[config.mk]
export PLATFORM = sky130hd
export DESIGN_NAME = fifo_rr_banked
export DESIGN_NICKNAME = d
export VERILOG_FILES = /design/src/rtl/fifo_rr_banked.sv
export SDC_FILE = /design/constraint.sdc
export NUM_CORES = 1
export LEC_CHECK = 0
export ABC_AREA = 1
export CAP_MARGIN = 15
export CELL_PAD_IN_SITES_DETAIL_PLACEMENT = 1
export CELL_PAD_IN_SITES_GLOBAL_PLACEMENT = 1
export CORE_MARGIN = 3
export CORE_UTILIZATION = 40
export CTS_BUF_LIST = sky130_fd_sc_hd__clkbuf_4 sky130_fd_sc_hd__clkbuf_8 sky130_fd_sc_hd__clkbuf_16
export DETAILED_ROUTE_END_ITERATION = 10
export PLACE_DENSITY_LB_ADDON = 0.1
export RECOVER_POWER = 50
export REMOVE_ABC_BUFFERS = 1
export SLEW_MARGIN = 15
export SYNTH_ARGS = -nofsm -noshare
export SYNTH_HDL_FRONTEND = slang
export SYNTH_SLANG_ARGS = --single-unit
[constraint.sdc]
create_clock -name CLK -period 2.8 [get_ports CLK]
set_input_delay 0.42 -clock CLK [delete_from_list [all_inputs] [get_ports CLK]]
set_output_delay 0.42 -clock CLK [all_outputs]
set_load 0.1 [all_outputs]
[src/rtl/fifo_rr_banked.sv]
// Banked round-robin elastic FIFO: BANKS circular queues striped in global order, independent enq/deq bank selectors.
// Registered outputs only (no enq-to-first bypass); enq is refused only when the target bank is full, deq only when the head bank is empty.
module fifo_rr_banked #(
    parameter int WIDTH = 96,
    parameter int BANKS = 2,
    parameter int DEPTH = 1,
    localparam int CAP  = BANKS * DEPTH,
    localparam int CW   = $clog2(CAP + 1)
) (
    input  logic             CLK,
    input  logic             nRST,
    input  logic             in_enq__ENA,
    input  logic [WIDTH-1:0] in_enq_v,
    output logic             in_enq__RDY,
    input  logic             out_deq__ENA,
    output logic             out_deq__RDY,
    output logic [WIDTH-1:0] out_first,
    output logic             out_first__RDY,
    input  logic             flush__ENA,
    output logic [CW-1:0]    count
);
    localparam int SW = $clog2(BANKS);
    localparam int PW = (DEPTH > 1) ? $clog2(DEPTH) : 1;
    localparam int OW = $clog2(DEPTH + 1);

    logic [SW-1:0]    wsel, rsel;
    logic [PW-1:0]    wptr [BANKS];
    logic [PW-1:0]    rptr [BANKS];
    logic [OW-1:0]    occ  [BANKS];
    logic [WIDTH-1:0] mem  [BANKS][DEPTH];

    logic             enq_fire, deq_fire;
    logic [BANKS-1:0] bank_inc, bank_dec;

    // With a single entry per bank the pointer is a constant zero.
    function automatic logic [PW-1:0] ptr_inc(input logic [PW-1:0] p);
        if (DEPTH == 1) return '0;
        else            return p + PW'(1);
    endfunction

    function automatic logic [SW-1:0] sel_inc(input logic [SW-1:0] s);
        if (s == SW'(BANKS - 1)) return '0;
        else                     return s + SW'(1);
    endfunction

    assign in_enq__RDY    = (occ[wsel] != OW'(DEPTH));
    assign out_deq__RDY   = (occ[rsel] != '0);
    assign out_first__RDY = out_deq__RDY;
    assign out_first      = mem[rsel][rptr[rsel]];

    assign enq_fire = in_enq__ENA & in_enq__RDY;
    assign deq_fire = out_deq__ENA & out_deq__RDY;

    always_comb begin
        bank_inc = '0;
        bank_dec = '0;
        for (int b = 0; b < BANKS; b++) begin
            bank_inc[b] = enq_fire && (wsel == SW'(b));
            bank_dec[b] = deq_fire && (rsel == SW'(b));
        end
    end

    always_ff @(posedge CLK or negedge nRST) begin
        if (!nRST) begin
            wsel  <= '0;
            rsel  <= '0;
            count <= '0;
            for (int b = 0; b < BANKS; b++) begin
                wptr[b] <= '0;
                rptr[b] <= '0;
                occ[b]  <= '0;
            end
        end else if (flush__ENA) begin
            wsel  <= '0;
            rsel  <= '0;
            count <= '0;
            for (int b = 0; b < BANKS; b++) begin
                wptr[b] <= '0;
                rptr[b] <= '0;
                occ[b]  <= '0;
            end
        end else begin
            if (enq_fire) begin
                wptr[wsel] <= ptr_inc(wptr[wsel]);
                wsel       <= sel_inc(wsel);
            end
            if (deq_fire) begin
                rptr[rsel] <= ptr_inc(rptr[rsel]);
                rsel       <= sel_inc(rsel);
            end
            // Same-bank enq+deq leaves that bank's occupancy untouched.
            for (int b = 0; b < BANKS; b++) begin
                if (bank_inc[b] && !bank_dec[b])
                    occ[b] <= occ[b] + OW'(1);
                else if (bank_dec[b] && !bank_inc[b])
                    occ[b] <= occ[b] - OW'(1);
            end
            case ({enq_fire, deq_fire})
                2'b10:   count <= count + CW'(1);
                2'b01:   count <= count - CW'(1);
                default: count <= count;
            endcase
        end
    end

    // Storage survives flush; only reset clears it.
    always_ff @(posedge CLK or negedge nRST) begin
        if (!nRST) begin
            for (int b = 0; b < BANKS; b++)
                for (int d = 0; d < DEPTH; d++)
                    mem[b][d] <= '0;
        end else if (enq_fire && !flush__ENA) begin
            mem[wsel][wptr[wsel]] <= in_enq_v;
        end
    end
endmodule

==> metrics.txt <==
DR DRC count 0; DR vias/cell roughly 4.8; Worst-Skew Late Latency 430 ps; VDD IR max just over 0.8 mV; Crit Reg-Reg Startpoint wsel$_DFFE_PN0P_; reg-to-reg endpoint mem[122]$_DFFE_PN0P_; Reg power frac about 33%; Core ar. 22,000 um^2; total CTS buffers 17; Async S/R FF share, synth 100%; Critical Path Sink out_first[65]; Initial Util roughly two fifths; worst slack at placement between 500 and 600 ps; crit path time final between 2000 and 3000 ps; Internal around 7 mW; share of the synthesized area in the top cell type a little under three fifths; area grow syn2layout 34.6%; grt ovf 0; Post-synth EDFFs 0; Crit Path Max Fanout between 40 and 50; routed len/inst roughly 15 um; Leakage 5.84 nW; total power approximately 13 mW; IO Count 202; root buffer cell clkbuf_16; GPL Wtd Cong about 0.76; largest net degree at the start of global routing between 90 and 100; Post-Syn Instances between 1,000 and 1,500; share of cells above drive strength 1 between 10% and 20%; Post-DRT Antenna Nets 0; Slew @ Worst Pin between 1500 and 2000 ps; WP data arrival around 2200 ps; Synth Register Bits 200; Clock Power Share between 10% and 20%; post-route setup slack between 200 and 250 ps; failing checks max-capacitance violations, max-slew violations; synth cell count leaders nand2_1 (299), dfrtp_1 (200), inv_1 (200); Placed Cells 1,512; DPL Wire Length approximately 16 mm; most frequent cell after synthesis nand2_1; Yosys cell types 22; crit path launch type flip-flop; max-cap violation count 1; CTS Hold Bufs 0; WHS 473 ps; Setup TNS 0 ps; Core Util, Final 55.0%; Hold Path Class in -> async; buffer count from post-CTS setup fixing 0; Clock Tree Buf Depth 2; post-CTS resize count 0; Comb pwr share between 40% and 50%; DIE AREA ~24,000 um^2; vias in the first global route approximately 7,800; setup violators final 0; fin crit share 92.6%; nets 1,352; final hold vios 0; sequential-to-total area share from yosys stat a little under three fifths; critical path class reg -> out; Placed Area roughly 12,000 um^2; Sw Share ~47%; Primary FF master, synth dfrtp_1; Max Clock Skew 8.59 ps; Syn Area/Cell between 8 and 9 um^2; cell area after synthesis 8980 um^2; top post-synthesis cells by area dfrtp_1 (56%), nand2_1 (13%), inv_1 (8.4%); clock slew at reported path FFs around 80 ps; DRT Wirelength ~23 mm; R2R cell count 9; critical path endpoint category primary output; status finished with violations; Switch Pwr between 6 and 7 mW; die extent in x roughly 160 um; Ys Warns 0; die height between 150 and 200 um; I/O Buffers about 200; Worst R2R Setup Slack about 420 ps; overall routing resource usage ~20%; initial antenna violation count 2; cell accounting for the most synthesized area dfrtp_1; max-slew violation count 71; first-pass GRT wire length 38.6 mm; RSZ-0062 raised after global routing false; CTS tree yes; CTS sink count 200; drt first-iter violations roughly 270; Fmax 0.386 GHz; pwr/cell area ~1100 nW/um^2; drt pass-1 iters 4; Critical Path RT ~2400 ps; crit path launch rsel$_DFFE_PN0P_; routed vias ~7,400; final instance area ~12,000 um^2; Rows 54; slew margin rel. -22.3%; Final Non-Filler Cells 1,543; H-tree levels 4
worst min path at each step:
stage | start | endpoint
5_1_grt | mem[63]$_DFFE_PN0P_ | mem[63]$_DFFE_PN0P_
3_5_place_dp | mem[16]$_DFFE_PN0P_ | mem[16]$_DFFE_PN0P_
6_report | nRST | mem[138]$_DFFE_PN0P_
4_1_cts | nRST | mem[138]$_DFFE_PN0P_
2_1_floorplan | nRST | count[0]$_DFFE_PN0P_
3_3_place_gp | mem[11]$_DFFE_PN0P_ | mem[11]$_DFFE_PN0P_
layer usage:
layer	up-vias	routed length, um	track usage (%)
li1	3662	-	-
met1	3632	10200	25.7
met2	123	11400	32.7
met3	23	1040	4.44
met4	2	292	5.34
met5	-	16	0
sequential cells by signal, summed over array words and instances (netlist names):
register,count
wsel,1
rsel,1
count,2
occ,2
mem,192
wptr,2
critical path, stage by stage, from the launching register on:
cell and delay [ps]:
dfrtp_4 660, buf_12 250, o21ai_0 550, buf_12 260
power groups by stage:
stage | registers [mW] | logic, mW | clock network (mW)
4_1_cts | 4.25 | 6.50 | 2.49
5_1_grt | 4.37 | 6.75 | 2.61
2_1_floorplan | 4.24 | 4.49 | 0
6_report | 4.24 | 6.38 | 2.42
3_5_place_dp | 4.29 | 6.47 | 0
3_3_place_gp | 4.25 | 6.36 | 0
final cells by class:
class,instances,area [um^2]
Fill cell,2575,9880
Tap cell,280,350
Clock buffer,17,425
Clock inverter,13,141
Multi-Input combinational cell,618,2780
Inverter,200,751
Sequential cell,200,5010
Timing Repair Buffer,214,2620
Antenna cell,1,2.50
layout by cell type (no fill, tap or decap), types with 3 or more instances in the layout:
| cell type | Yosys | routed |
|---|---|---|
| o21ai_1 | 135 | 114 |
| clkbuf_16 | 0 | 17 |
| nand2_2 | 11 | 9 |
| o21ai_2 | 10 | 8 |
| nand3_1 | 3 | 3 |
| dfrtp_1 | 200 | 199 |
| clkdlybuf4s50_1 | 0 | 99 |
| buf_12 | 0 | 63 |
| nand2_1 | 299 | 301 |
| nor2_1 | 3 | 5 |
| inv_1 | 200 | 200 |
| buf_4 | 1 | 42 |
| clkinv_4 | 0 | 6 |
| a21oi_1 | 4 | 4 |
| o21ai_0 | 145 | 168 |
| inv_8 | 0 | 3 |
| clkbuf_2 | 0 | 5 |
logic make-up (layout without fill, tap and decap cells):
logic type / count (synthesis) / after routing / share of synthesized area (%)
flops: 200 / 200 / 55.7
compound gates: 296 / 296 / 17.0
other cells: 0 / 1 / 0
buf+inv: 264 / 444 / 13.1
simple gates: 321 / 321 / 14.0
xor+xnor: 1 / 1 / 0.0976
No activity file was read; power rests on OpenSTA's default activity.
